<file path="src/rtl/fib_pkg.sv">
// rtl/fib_pkg.sv - shared types and defaults for the fibonacci request sequencer
package fib_pkg;

  localparam int DEFAULT_DEPTH   = 4;
  localparam int DEFAULT_TIMEOUT = 1024;
  localparam int N_W             = 16;
  localparam int TAG_W           = 4;

  typedef enum logic [2:0] {
    IDLE,
    ISSUE,
    GUARD,
    WAIT,
    RESP
  } state_t;

  typedef struct packed {
    logic [TAG_W-1:0] tag;
    logic [N_W-1:0]   n;
  } fib_req_t;

  // Counter width able to hold limit-1; never narrower than one bit.
  function automatic int cnt_width(input int limit);
    return (limit > 1) ? $clog2(limit) : 1;
  endfunction

endpackage

</file>
<file path="src/rtl/fib_req_fifo.sv">
// rtl/fib_req_fifo.sv - in-order request queue, no bypass, push refused when full
module fib_req_fifo
  import fib_pkg::*;
#(
  parameter int DEPTH = DEFAULT_DEPTH
) (
  input  logic     clk,
  input  logic     reset,
  input  logic     push,
  input  fib_req_t push_data,
  input  logic     pop,
  output fib_req_t pop_data,
  output logic     full,
  output logic     empty
);

  localparam int AW = cnt_width(DEPTH);

  fib_req_t        mem [DEPTH];
  logic [AW-1:0]   wr_ptr;
  logic [AW-1:0]   rd_ptr;
  logic [AW:0]     count;
  logic            do_push;
  logic            do_pop;

  // A full queue refuses a push even when a pop frees a slot in the same cycle.
  assign do_push  = push && !full;
  assign do_pop   = pop && !empty;
  assign full     = (count == (AW+1)'(DEPTH));
  assign empty    = (count == '0);
  assign pop_data = mem[rd_ptr];

  always_ff @(posedge clk) begin
    if (reset) begin
      wr_ptr <= '0;
      rd_ptr <= '0;
      count  <= '0;
    end else begin
      if (do_push) begin
        mem[wr_ptr] <= push_data;
        wr_ptr      <= wr_ptr + AW'(1);
      end
      if (do_pop) begin
        rd_ptr <= rd_ptr + AW'(1);
      end
      if (do_push && !do_pop) begin
        count <= count + (AW+1)'(1);
      end else if (do_pop && !do_push) begin
        count <= count - (AW+1)'(1);
      end
    end
  end

endmodule

</file>
<file path="src/rtl/fib_sequencer.sv">
// rtl/fib_sequencer.sv - queues fibonacci requests, drives one computation at a time, returns tagged results
module fib_sequencer
  import fib_pkg::*;
#(
  parameter int DEPTH   = DEFAULT_DEPTH,
  parameter int TIMEOUT = DEFAULT_TIMEOUT
) (
  input  logic             clk,
  input  logic             reset,
  input  logic             req_valid,
  output logic             req_ready,
  input  logic [N_W-1:0]   req_n,
  input  logic [TAG_W-1:0] req_tag,
  output logic [N_W-1:0]   fib_din,
  output logic             fib_start,
  input  logic [N_W-1:0]   fib_dout,
  input  logic             fib_done,
  output logic             rsp_valid,
  input  logic             rsp_ready,
  output logic [N_W-1:0]   rsp_data,
  output logic [TAG_W-1:0] rsp_tag,
  output logic             rsp_err,
  output logic             err_sticky
);

  localparam int            CW    = cnt_width(TIMEOUT);
  localparam logic [CW-1:0] LIMIT = CW'(TIMEOUT - 1);

  state_t           state;
  logic [CW-1:0]    wait_cnt;
  logic [TAG_W-1:0] cur_tag;
  fib_req_t         head;
  fib_req_t         in_req;
  logic             full;
  logic             empty;
  logic             pop;

  assign req_ready = !full;
  assign in_req    = '{tag: req_tag, n: req_n};
  assign pop       = (state == IDLE) && !empty && !rsp_valid;

  fib_req_fifo #(
    .DEPTH(DEPTH)
  ) u_fifo (
    .clk       (clk),
    .reset     (reset),
    .push      (req_valid),
    .push_data (in_req),
    .pop       (pop),
    .pop_data  (head),
    .full      (full),
    .empty     (empty)
  );

  always_ff @(posedge clk) begin
    if (reset) begin
      state      <= IDLE;
      fib_start  <= 1'b0;
      fib_din    <= '0;
      cur_tag    <= '0;
      wait_cnt   <= '0;
      rsp_valid  <= 1'b0;
      rsp_data   <= '0;
      rsp_tag    <= '0;
      rsp_err    <= 1'b0;
      err_sticky <= 1'b0;
    end else begin
      fib_start <= 1'b0;
      unique case (state)
        IDLE: begin
          if (pop) begin
            fib_din   <= head.n;
            cur_tag   <= head.tag;
            fib_start <= 1'b1;
            state     <= ISSUE;
          end
        end
        ISSUE: begin
          state <= GUARD;
        end
        // fib_done may still be high from the previous request here, so it is not looked at.
        GUARD: begin
          wait_cnt <= '0;
          state    <= WAIT;
        end
        WAIT: begin
          if (fib_done) begin
            rsp_data  <= fib_dout;
            rsp_err   <= 1'b0;
            rsp_tag   <= cur_tag;
            rsp_valid <= 1'b1;
            state     <= RESP;
          end else if (wait_cnt == LIMIT) begin
            rsp_data   <= '0;
            rsp_err    <= 1'b1;
            rsp_tag    <= cur_tag;
            rsp_valid  <= 1'b1;
            err_sticky <= 1'b1;
            state      <= RESP;
          end else if (wait_cnt != {CW{1'b1}}) begin
            wait_cnt <= wait_cnt + CW'(1);
          end
        end
        RESP: begin
          if (rsp_valid && rsp_ready) begin
            rsp_valid <= 1'b0;
            state     <= IDLE;
          end
        end
        default: begin
          state <= IDLE;
        end
      endcase
    end
  end

endmodule
</file>
<file path="config.mk">
export PLATFORM = sky130hd
export DESIGN_NAME = fib_sequencer
export DESIGN_NICKNAME = d
export VERILOG_FILES = /design/src/rtl/fib_pkg.sv /design/src/rtl/fib_req_fifo.sv /design/src/rtl/fib_sequencer.sv
export SDC_FILE = /design/constraint.sdc
export NUM_CORES = 1
export LEC_CHECK = 0
export CAP_MARGIN = 20
export CORE_ASPECT_RATIO = 0.6
export CORE_MARGIN = 1
export CORE_UTILIZATION = 45
export DETAILED_ROUTE_END_ITERATION = 8
export GPL_TIMING_DRIVEN = 0
export PLACE_DENSITY_LB_ADDON = 0.25
export SYNTH_ARGS = -nofsm -noshare
export SYNTH_HDL_FRONTEND = slang
export SYNTH_SLANG_ARGS = --single-unit
</file>
<file path="constraint.sdc">
create_clock -name clk -period 2.5 [get_ports clk]
set_clock_uncertainty 0.1 [all_clocks]
set_input_delay 0.25 -clock clk [delete_from_list [all_inputs] [get_ports clk]]
set_output_delay 0.25 -clock clk [all_outputs]
set_load 0.1 [all_outputs]
</file>
==> impl_metrics.csv, run 1 <==
group,metric,value,unit
synthesis,synthFlopType,"edfxtp_1",
synthesis,netlist_top_cells_count,"edfxtp_1 (80), dfxtp_1 (64), nand2_1 (61), a21oi_1 (34), mux4_2 (20)",
synthesis,synth_seq_cells,144,
clock_tree,cts_tree,"yes",
clock_tree,cts_hold_buf,0,
placed_design,dp_hpwl,7900,um
synthesis,ys_seq_area_frac,0.667,
job,cap_viol_max_count,0,
clock_tree,htreeDepth,4,
placed_design,io_buffers,81,
power_and_ir_drop,ir_drop,0.780,mV
finish,nFillCells,915,
clock_tree,cts.clk_slew.worst_paths,0.06,ns
route,num_vias,3718,
placed_design,placed_cell_area,6540,um2
synthesis,synth_top_area_share,0.435,
route,wl_per_cell,17.7,um
global_route,antenna_found_initial,0,
floorplan,core,11600,um2
route,drtIter0Drc,190,
placed_design,gp_congestion,0.858,
worst_setup_path,critPathKind,"flip-flop to flip-flop",
finish,post-route-util,0.622,
global_route,first_global_vias,3741,
synthesis,synth_top_family_by_area,"simple AND/OR/NAND/NOR gates",
synthesis,synth_xor_area_frac,0.00793,
global_route,grt_use_total,0.204,
global_route,grt.overflow.total,0,
synthesis,synth_most_common_cell,"edfxtp_1",
synthesis,synthMuxAreaShare,0.0870,
status,status,"completed",
timing,worstMarginPinSlew,0.983,ns
synthesis,postSynthAreaPerCell,13.6,um2
synthesis,synthCells,407,
synthesis,synth_simple_gate_area_frac,0.107,
global_route,grt_pass1_wl,19500,um
route,drt-total-wl,12100,um
worst_setup_path,endpoint_kind,"flip-flop",
route,dr.pass1.iters,5,
timing,relSlewSlack,0.343,
timing,finalCriticalPeriod,2.34,ns
floorplan,pin_count,82,
route,ant_nets,0,
timing,slew_violations,0,
clock_tree,cts.sinks,144,
worst_setup_path,max_stage_delay,0.39,ns
route,vias_per_cell,5.44,
worst_setup_path,cpMaxStageDelayCell,"or3_4",
synthesis,ys_top_cells_by_area,"edfxtp_1 (43%), dfxtp_1 (23%), mux4_2 (8.2%), nand2_1 (4.1%), a21oi_1 (3.1%)",
synthesis,synth_area_leader_cell,"edfxtp_1",
worst_setup_path,cp_max_fo,13,
hold_path,hold_path.class,"input port to flip-flop",
floorplan,die_x,145,um
synthesis,synth_compound_area_frac,0.0897,
worst_setup_path,critPathLaunchType,"flip-flop",
synthesis,synthesis.nets,455,
timing,max_freq,428,MHz
finish,drive_above_1_share,0.149,
worst_setup_path,worstPathCellList,"buf_2, or3_4, nor3_4, inv_4, ha_1, inv_1, fa_1, xor2_1, or3_1, a21oi_1",
global_route,grt_max_degree,21,
clock_tree,root_buffer,"clkbuf_16",
finish,areaGrowthSynthToFinish,31.1,%
clock_tree,clock_latency,0.42,ns
synthesis,synth-adder-area-share,0.0172,
clock_tree,cts_buffer_depth,2,
timing,hold_viol,0,
power_and_ir_drop,power.density,1100,nW/um2
floorplan,num_rows,30,
worst_setup_path,cp.required,2.74,ns
floorplan,initial_core_util,0.475,
synthesis,synth_warnings,0,
synthesis,synth_area,5530,um2
worst_setup_path,arrival,2.57,ns
route,route.detailed.drc,0,
finish,fin_nets,558,
timing,rsz0062_at_grt,"yes",
timing,finalSetupViolations,0,
finish,antenna_cells,0,
synthesis,synthArstFlopShare,0,
finish,design_area,7240,um2
timing,fin_crit_sh,0.935,
floorplan,die_area,12700,um2
floorplan,fp.dieH,87.8,um
power_and_ir_drop,p_leak,0.00245,uW
clock_tree,cts_made_buffers,17,
synthesis,synth_cell_types,48,
synthesis,synth-edff-count,80,
==> cells by family after synthesis <==
kind of cell / after synthesis
flip-flops: 144
AND/OR/NAND/NOR: 123
AO/OA/AOI/OAI: 75
buffers and inverters: 30
multiplexers: 23
adder cells (fa/ha/maj): 7
XOR/XNOR: 5
==> routing by layer <==
metal  share of wire  global-route usage  vias to the layer above  routed length [um]
met1            0.47               0.283                     1828                5710
met2            0.45               0.313                      143                5420
met4           0.013              0.0756                        0                 163
met3           0.065              0.0557                       13                 788
met5               0                   0                        -                   0
li1                -                   -                     1734                   -
==> critical path: cells and delay by family (launching register included) <==
kind	cells	cell delay, ns
buf+inv	3	0.37
fa+ha+maj	2	0.41
xor+xnor	1	0.07
simple gates	3	0.88
flops	1	0.29
compound gates	1	0.14
==> placed cells by master, fill, tap and decap left out, types with 3 or more instances in the layout <==
cell and count:
nand2_1 61, buf_2 11, nor2_1 13, mux2i_1 3, edfxtp_1 80, a31oi_1 6
nor3_1 5, a21oi_1 34, ha_1 6, a22o_1 16, and2_1 4, clkbuf_16 21
nand3b_1 3, xnor2_1 3, inv_1 6, o21ai_0 6, nand3_1 14, clkinvlp_4 3
clkbuf_1 11, clkdlybuf4s50_1 80, mux4_2 20, dfxtp_1 63
==> layout make-up <==
type / instances / area, um2 / share of cell area
Buffer: 22 / 104 / 0.0143
Clock buffer: 25 / 551 / 0.0760
Clock inverter: 7 / 66.3 / 0.00916
Inverter: 7 / 28.8 / 0.00397
Multi-Input combinational cell: 233 / 1730 / 0.239
Sequential cell: 144 / 3680 / 0.509
Tap cell: 160 / 200 / 0.0276
Timing Repair Buffer: 85 / 875 / 0.121
==> worst paths after layout <==
| check | start | end | slack (ns) | cells past startpoint |
|---|---|---|---|---|
| max | state[1] | u_fifo.count[2] | 0.16 | 10 |
| min | fib_dout[9] | rsp_data[9] | 0.34 | 2 |
| max reg2reg | state[1] | u_fifo.count[2] | 0.16 | 10 |
| min reg2reg | fib_din[1] | fib_din[1] | 0.35 | 2 |
==> what timing repair did <==
item,CTS,global route
setup endpoints to repair,3,22
pin swaps,1,2
setup buffers,1,0
gates resized for setup,4,3
==> stage by stage <==
| step | worst slack [ns] | cells | hold WS, ns | power (uW) | TNS [ns] |
|---|---|---|---|---|---|
| finish | 0.163 | 683 | 0.339 | 7950 | 0 |
| global route | -0.0235 | 683 | 0.330 | 8290 | -0.0235 |
| CTS | 0.0342 | 680 | 0.333 | 7960 | 0 |
| detailed placement | -0.296 | 648 | 0.349 | 5360 | -22.59 |
| global placement | -0.245 | 648 | 0.342 | 5310 | -18.73 |
| floorplan | 0.0643 | 407 | 0.249 | 4730 | 0 |
==> sequential cells by signal, summed over array words and instances, names as in the netlist <==
name and flops:
err_sticky 1, rsp_data 16, state 3, rsp_err 1, rsp_valid 1, cur_tag 4, u_fifo.wr_ptr 2, fib_start 1
wait_cnt 10, rsp_tag 4, fib_din 16, u_fifo.mem 80, u_fifo.count 3, u_fifo.rd_ptr 2
==> power breakdown <==
group	total, uW	internal, uW	switching (uW)
Combinational	2470	770	1700
Clock	2570	1630	942
Sequential	2910	2760	148
Total	7950	5160	2790
No activity file was read; power rests on OpenSTA's default activity.
==> run 2: changes to the inputs <==
Settings changed: DONT_BUFFER_PORTS set to 1, RECOVER_POWER set to 50.
==> run 2 against run 1 <==
  * Global-route usage down 1.1 points
  * Sequential cell count unchanged
  * Maximum frequency fell by 2.0%
  * Critical endpoint is now rsp_data[2]
  * Core utilization down 3.3 points
==> impl_metrics.csv, run 2 (synthesized netlist as in run 1, its figures left out) <==
group,metric,value,unit
floorplan,initial_core_util,0.475,
floorplan,core,11600,um2
route,route.detailed.drc,0,
finish,final_common_cell,"edfxtp_1",
timing,finalCriticalPeriod,2.38,ns
hold_path,min_from,"reset",
global_route,grt.overflow.total,0,
timing,fin_crit_sh,0.953,
timing,relSlewSlack,0.331,
route,num_vias,3528,
route,ant_nets,0,
floorplan,die_area,12700,um2
status,status,"completed",
clock_tree,cts.sinks,144,
finish,largest-register,"u_fifo.mem",
power_and_ir_drop,power.density,1140,nW/um2
clock_tree,cts_made_buffers,17,
finish,largest_reg_flops,80,
worst_setup_path,endpoint_kind,"flip-flop",
worst_setup_path,cp-startpoint,"wait_cnt[0]",
worst_setup_path,arrival,2.64,ns
worst_setup_path,cp.required,2.76,ns
timing,max_freq,420,MHz
finish,areaGrowthSynthToFinish,24.0,%
floorplan,pin_count,82,
clock_tree,cts.clk_slew.worst_paths,0.06,ns
timing,worstMarginPinSlew,1.00,ns
global_route,first_global_vias,3463,
clock_tree,root_buffer,"clkbuf_16",
global_route,antenna_found_initial,0,
floorplan,die_x,145,um
finish,fin_nets,520,
clock_tree,clock_latency,0.42,ns
route,wl_per_cell,18.4,um
clock_tree,cts_buffer_depth,2,
timing,slew_violations,0,
route,vias_per_cell,5.47,
placed_design,io_buffers,0,
worst_setup_path,critPathLaunchType,"flip-flop",
finish,antenna_cells,0,
global_route,grt_use_total,0.194,
power_and_ir_drop,total_power,7820,uW
route,dr.pass1.iters,4,
floorplan,num_rows,30,
floorplan,fp.dieH,87.8,um
job,cap_viol_max_count,0,
timing,hold_viol,0,
worst_setup_path,r2r_start,"wait_cnt[0]",
route,drtIter0Drc,225,
placed_design,dp_hpwl,7360,um
finish,largestRegisters,"u_fifo.mem: 80 flops, fib_din: 16 flops, rsp_data: 16 flops",
global_route,grt_pass1_wl,18300,um
route,drt-total-wl,11800,um
finish,drive_above_1_share,0.171,
worst_setup_path,critPathKind,"flip-flop to flip-flop",
timing,finalSetupViolations,0,
finish,layout_common_cells,"edfxtp_1 (80), nand2_1 (60), dfxtp_1 (60), dlygate4sd3_1 (44), a21oi_1 (34)",
power_and_ir_drop,p_leak,0.00234,uW
finish,design_area,6850,um2
clock_tree,htreeDepth,4,
clock_tree,cts_tree,"yes",
global_route,grt_max_degree,21,
worst_setup_path,cp_max_fo,7,
power_and_ir_drop,ir_drop,0.782,mV
placed_design,gp_congestion,0.869,
placed_design,placed_cell_area,5730,um2
finish,post-route-util,0.589,
timing,rsz0062_at_grt,"no",
hold_path,hold_path.class,"input port to flip-flop",
## run 2: per-stage QoR
step	std cells	worst slack [ns]	hold slack (ns)	TNS (ns)
6_report	645	0.116	0.0155	0
5_1_grt	645	0.0140	0.0217	0
4_1_cts	644	-0.0583	0.00226	-0.0583
3_5_place_dp	567	-0.219	0.249	-10.73
3_3_place_gp	567	-0.193	0.249	-7.54
2_1_floorplan	407	0.0643	0.249	0
## run 2: worst paths after layout
check | endpoint | slack, ns | depth (start not counted)
min reg2reg | cur_tag[2] | 0.36 | 2
min | rsp_data[15] | 0.02 | 2
max reg2reg | rsp_data[2] | 0.12 | 6
max | rsp_data[2] | 0.12 | 6
## run 2: area by class of cell
cell class / count / area (um2)
Multi-Input combinational cell: 233 / 1740
Clock buffer: 18 / 429
Tap cell: 160 / 200
Timing Repair Buffer: 47 / 459
Inverter: 7 / 28.8
Clock inverter: 14 / 204
Sequential cell: 144 / 3690
Fill cell: 917 / 4780
Buffer: 22 / 100
## run 2: power by group
| group | leakage [uW] | total [uW] | switching [uW] | internal (uW) |
|---|---|---|---|---|
| logic | 0.000778 | 1350 | 798 | 553 |
| registers | 0.00125 | 3780 | 1010 | 2770 |
| clock network | 0.000310 | 2700 | 1010 | 1690 |
## run 2: what timing repair did
action	in CTS	in global routing
setup endpoints to repair	82	2
setup buffers	1	2
resized for setup	7	8
hold buffers	44	0
pin swaps	1	3
endpoints found under the hold margin	104	0
## run 2: per-layer routing
| layer | up-vias | GRT usage | wire length (um) |
|---|---|---|---|
| met5 | - | 0 | 0 |
| met4 | 0 | 0.0794 | 166 |
| met3 | 17 | 0.0510 | 734 |
| met2 | 120 | 0.300 | 5370 |
| met1 | 1734 | 0.264 | 5580 |
| li1 | 1657 | - | - |
## run 2: worst max-delay path, cell delays in order, from the launching register on
cell and delay (ns):
dfxtp_1 0.38, ha_1 0.29, and3_1 0.26, a31o_4 0.26, a21oi_2 0.31, a22o_1 0.18, dlygate4sd3_1 0.55
==> run 3: changes to the inputs <==
Settings changed: RECOVER_POWER 50 to unset.
==> run 3 against run 2 <==
  * First-iteration DRC count is the same
  * Largest cell class unchanged
  * Final cell count is the same
  * Critical endpoint unchanged
  * Largest power group unchanged
  * Final area grew 0.11%
  * Via count shrank 0.20%
  * Routed wire length grew 0.14%
  * Power grew 0.18%
  * Hold slack gained 0.0020 ns
  * Setup slack gained 0.0041 ns
==> impl_metrics.csv, run 3 (synthesized netlist as in run 1, its figures left out) <==
group,metric,value,unit
finish,drive_above_1_share,0.179,
clock_tree,cts_made_buffers,17,
route,drtIter0Drc,225,
power_and_ir_drop,power.density,1140,nW/um2
job,cap_viol_max_count,0,
timing,relSlewSlack,0.330,
clock_tree,clock_latency,0.42,ns
route,dr.pass1.iters,5,
timing,finalCriticalPeriod,2.38,ns
timing,hold_viol,0,
clock_tree,cts.sinks,144,
worst_setup_path,critPathLaunchType,"flip-flop",
finish,antenna_cells,0,
clock_tree,cts_tree,"yes",
timing,worstMarginPinSlew,1.00,ns
timing,slew_violations,0,
floorplan,pin_count,82,
route,wl_per_cell,18.4,um
floorplan,fp.dieH,87.8,um
floorplan,die_area,12700,um2
finish,nFillCells,914,
timing,max_freq,420,MHz
worst_setup_path,critPathKind,"flip-flop to flip-flop",
finish,multi_input_area,1740,um2
timing,finalSetupViolations,0,
worst_setup_path,cp-endpoint,"rsp_data[2]",
worst_setup_path,crit_family,"compound AO/OA/AOI/OAI gates",
clock_tree,root_buffer,"clkbuf_16",
hold_path,hold_path.class,"input port to flip-flop",
finish,largestRegisters,"u_fifo.mem: 80 flops, fib_din: 16 flops, rsp_data: 16 flops",
global_route,grt_pass1_wl,18300,um
worst_setup_path,endpoint_kind,"flip-flop",
worst_setup_path,crit_cells,6,
worst_setup_path,cp_max_fo,7,
worst_setup_path,crit_buf_inv,1,
finish,fin_nets,520,
power_and_ir_drop,clock_power_share,0.344,
worst_setup_path,cpMaxStageDelayCell,"dlygate4sd3_1",
worst_setup_path,arrival,2.63,ns
worst_setup_path,max_stage_delay,0.55,ns
power_and_ir_drop,combPwrFrac,0.174,
finish,largest_reg_flops,80,
finish,layout_common_cells,"edfxtp_1 (80), nand2_1 (60), dfxtp_1 (60), dlygate4sd3_1 (44), a21oi_1 (34)",
finish,design_area,6860,um2
power_and_ir_drop,intPower,5020,uW
power_and_ir_drop,ir_drop,0.782,mV
finish,regArea,3690,um2
global_route,grt_max_degree,21,
placed_design,gp_congestion,0.869,
finish,final_common_cell,"edfxtp_1",
status,status,"completed",
global_route,first_global_vias,3463,
floorplan,num_rows,30,
placed_design,dp_hpwl,7360,um
worst_setup_path,cp.required,2.75,ns
route,route.detailed.drc,0,
clock_tree,htreeDepth,4,
global_route,grt_use_total,0.194,
route,ant_nets,0,
power_and_ir_drop,p_leak,0.00235,uW
route,drt-total-wl,11900,um
timing,rsz0062_at_grt,"no",
worst_setup_path,worstRegToRegCells,6,
worst_setup_path,ff2ff_setup_slack,0.12,ns
route,num_vias,3521,
power_and_ir_drop,swShare,0.359,
worst_setup_path,worstPathCellList,"ha_1, and3_1, a31o_4, a21oi_2, a22o_1, dlygate4sd3_1",
global_route,grt.overflow.total,0,
worst_setup_path,cp-startpoint,"wait_cnt[0]",
clock_tree,cts_buffer_depth,2,
worst_setup_path,r2r_end,"rsp_data[2]",
finish,areaGrowthSynthToFinish,24.2,%
hold_path,holdPathStages,2,
clock_tree,cts.clk_slew.worst_paths,0.06,ns
global_route,antenna_found_initial,0,
floorplan,die_x,145,um
finish,largest-register,"u_fifo.mem",
power_and_ir_drop,total_power,7840,uW
floorplan,initial_core_util,0.475,
worst_setup_path,r2r_start,"wait_cnt[0]",
power_and_ir_drop,switchingPower,2810,uW
placed_design,placed_cell_area,5730,um2
power_and_ir_drop,seqPwrFrac,0.482,
placed_design,io_buffers,0,
route,vias_per_cell,5.46,
timing,fin_crit_sh,0.952,
floorplan,core,11600,um2
run 3: changes by cell type in the layout (fill, tap and decap cells not counted):
cell / change
buf_4: +1
buf_2: +3
clkbuf_1: -4
run 3: final cells by class:
cell class | count | area share
buffer | 22 | 0.0151
clock buffer | 18 | 0.0625
clock inverter | 14 | 0.0297
inverter | 7 | 0.00419
multi-input combinational | 233 | 0.254
sequential | 144 | 0.538
tap | 160 | 0.0292
timing repair buffer | 47 | 0.0675
run 3: routing by layer:
layer	global-route usage	wire length [um]
met5	0	0
met1	0.264	5630
met2	0.300	5420
met3	0.0510	743
met4	0.0794	73
run 3: power groups by stage:
stage,combinational [uW],sequential [uW],clock [uW]
6_report,1370,3780,2700
5_1_grt,1510,3810,2820
4_1_cts,1350,3770,2730
3_5_place_dp,1240,3810,0
3_3_place_gp,1220,3800,0
2_1_floorplan,967,3760,0
run 3: what timing repair did:
| item | in CTS | in global routing |
|---|---|---|
| pin swaps | 1 | 3 |
| setup buffers | 1 | 2 |
| endpoints found under the setup margin | 82 | 2 |
| hold endpoints to repair | 104 | 0 |
| hold buffers | 44 | 0 |
| gates resized for setup | 7 | 8 |
run 3: worst reg2reg max path, cell delays in order (launching register included):
cell           delay (ns)
dfxtp_1              0.38
ha_1                 0.29
and3_1               0.26
a31o_4               0.26
a21oi_2              0.31
a22o_1               0.18
dlygate4sd3_1        0.55
run 3: through the flow:
stage               hold WS [ns]   util  cells  TNS (ns)  worst slack (ns)
finish                    0.0176  0.590    645         0             0.120
global placement           0.249  0.492    567     -7.54            -0.193
detailed placement         0.249  0.492    567    -10.73            -0.219
floorplan                  0.249      -    407         0            0.0643
CTS                      0.00226  0.587    644   -0.0583           -0.0583
global route              0.0217  0.590    645         0            0.0127
run 3: worst min path at each step:
stage             start                to
2_1_floorplan  req_n[0]  u_fifo.mem[0][0]
3_3_place_gp   req_n[4]  u_fifo.mem[0][4]
3_5_place_dp   req_n[4]  u_fifo.mem[3][4]
4_1_cts           reset       rsp_data[1]
5_1_grt           reset       rsp_data[1]
6_report          reset      rsp_data[15]
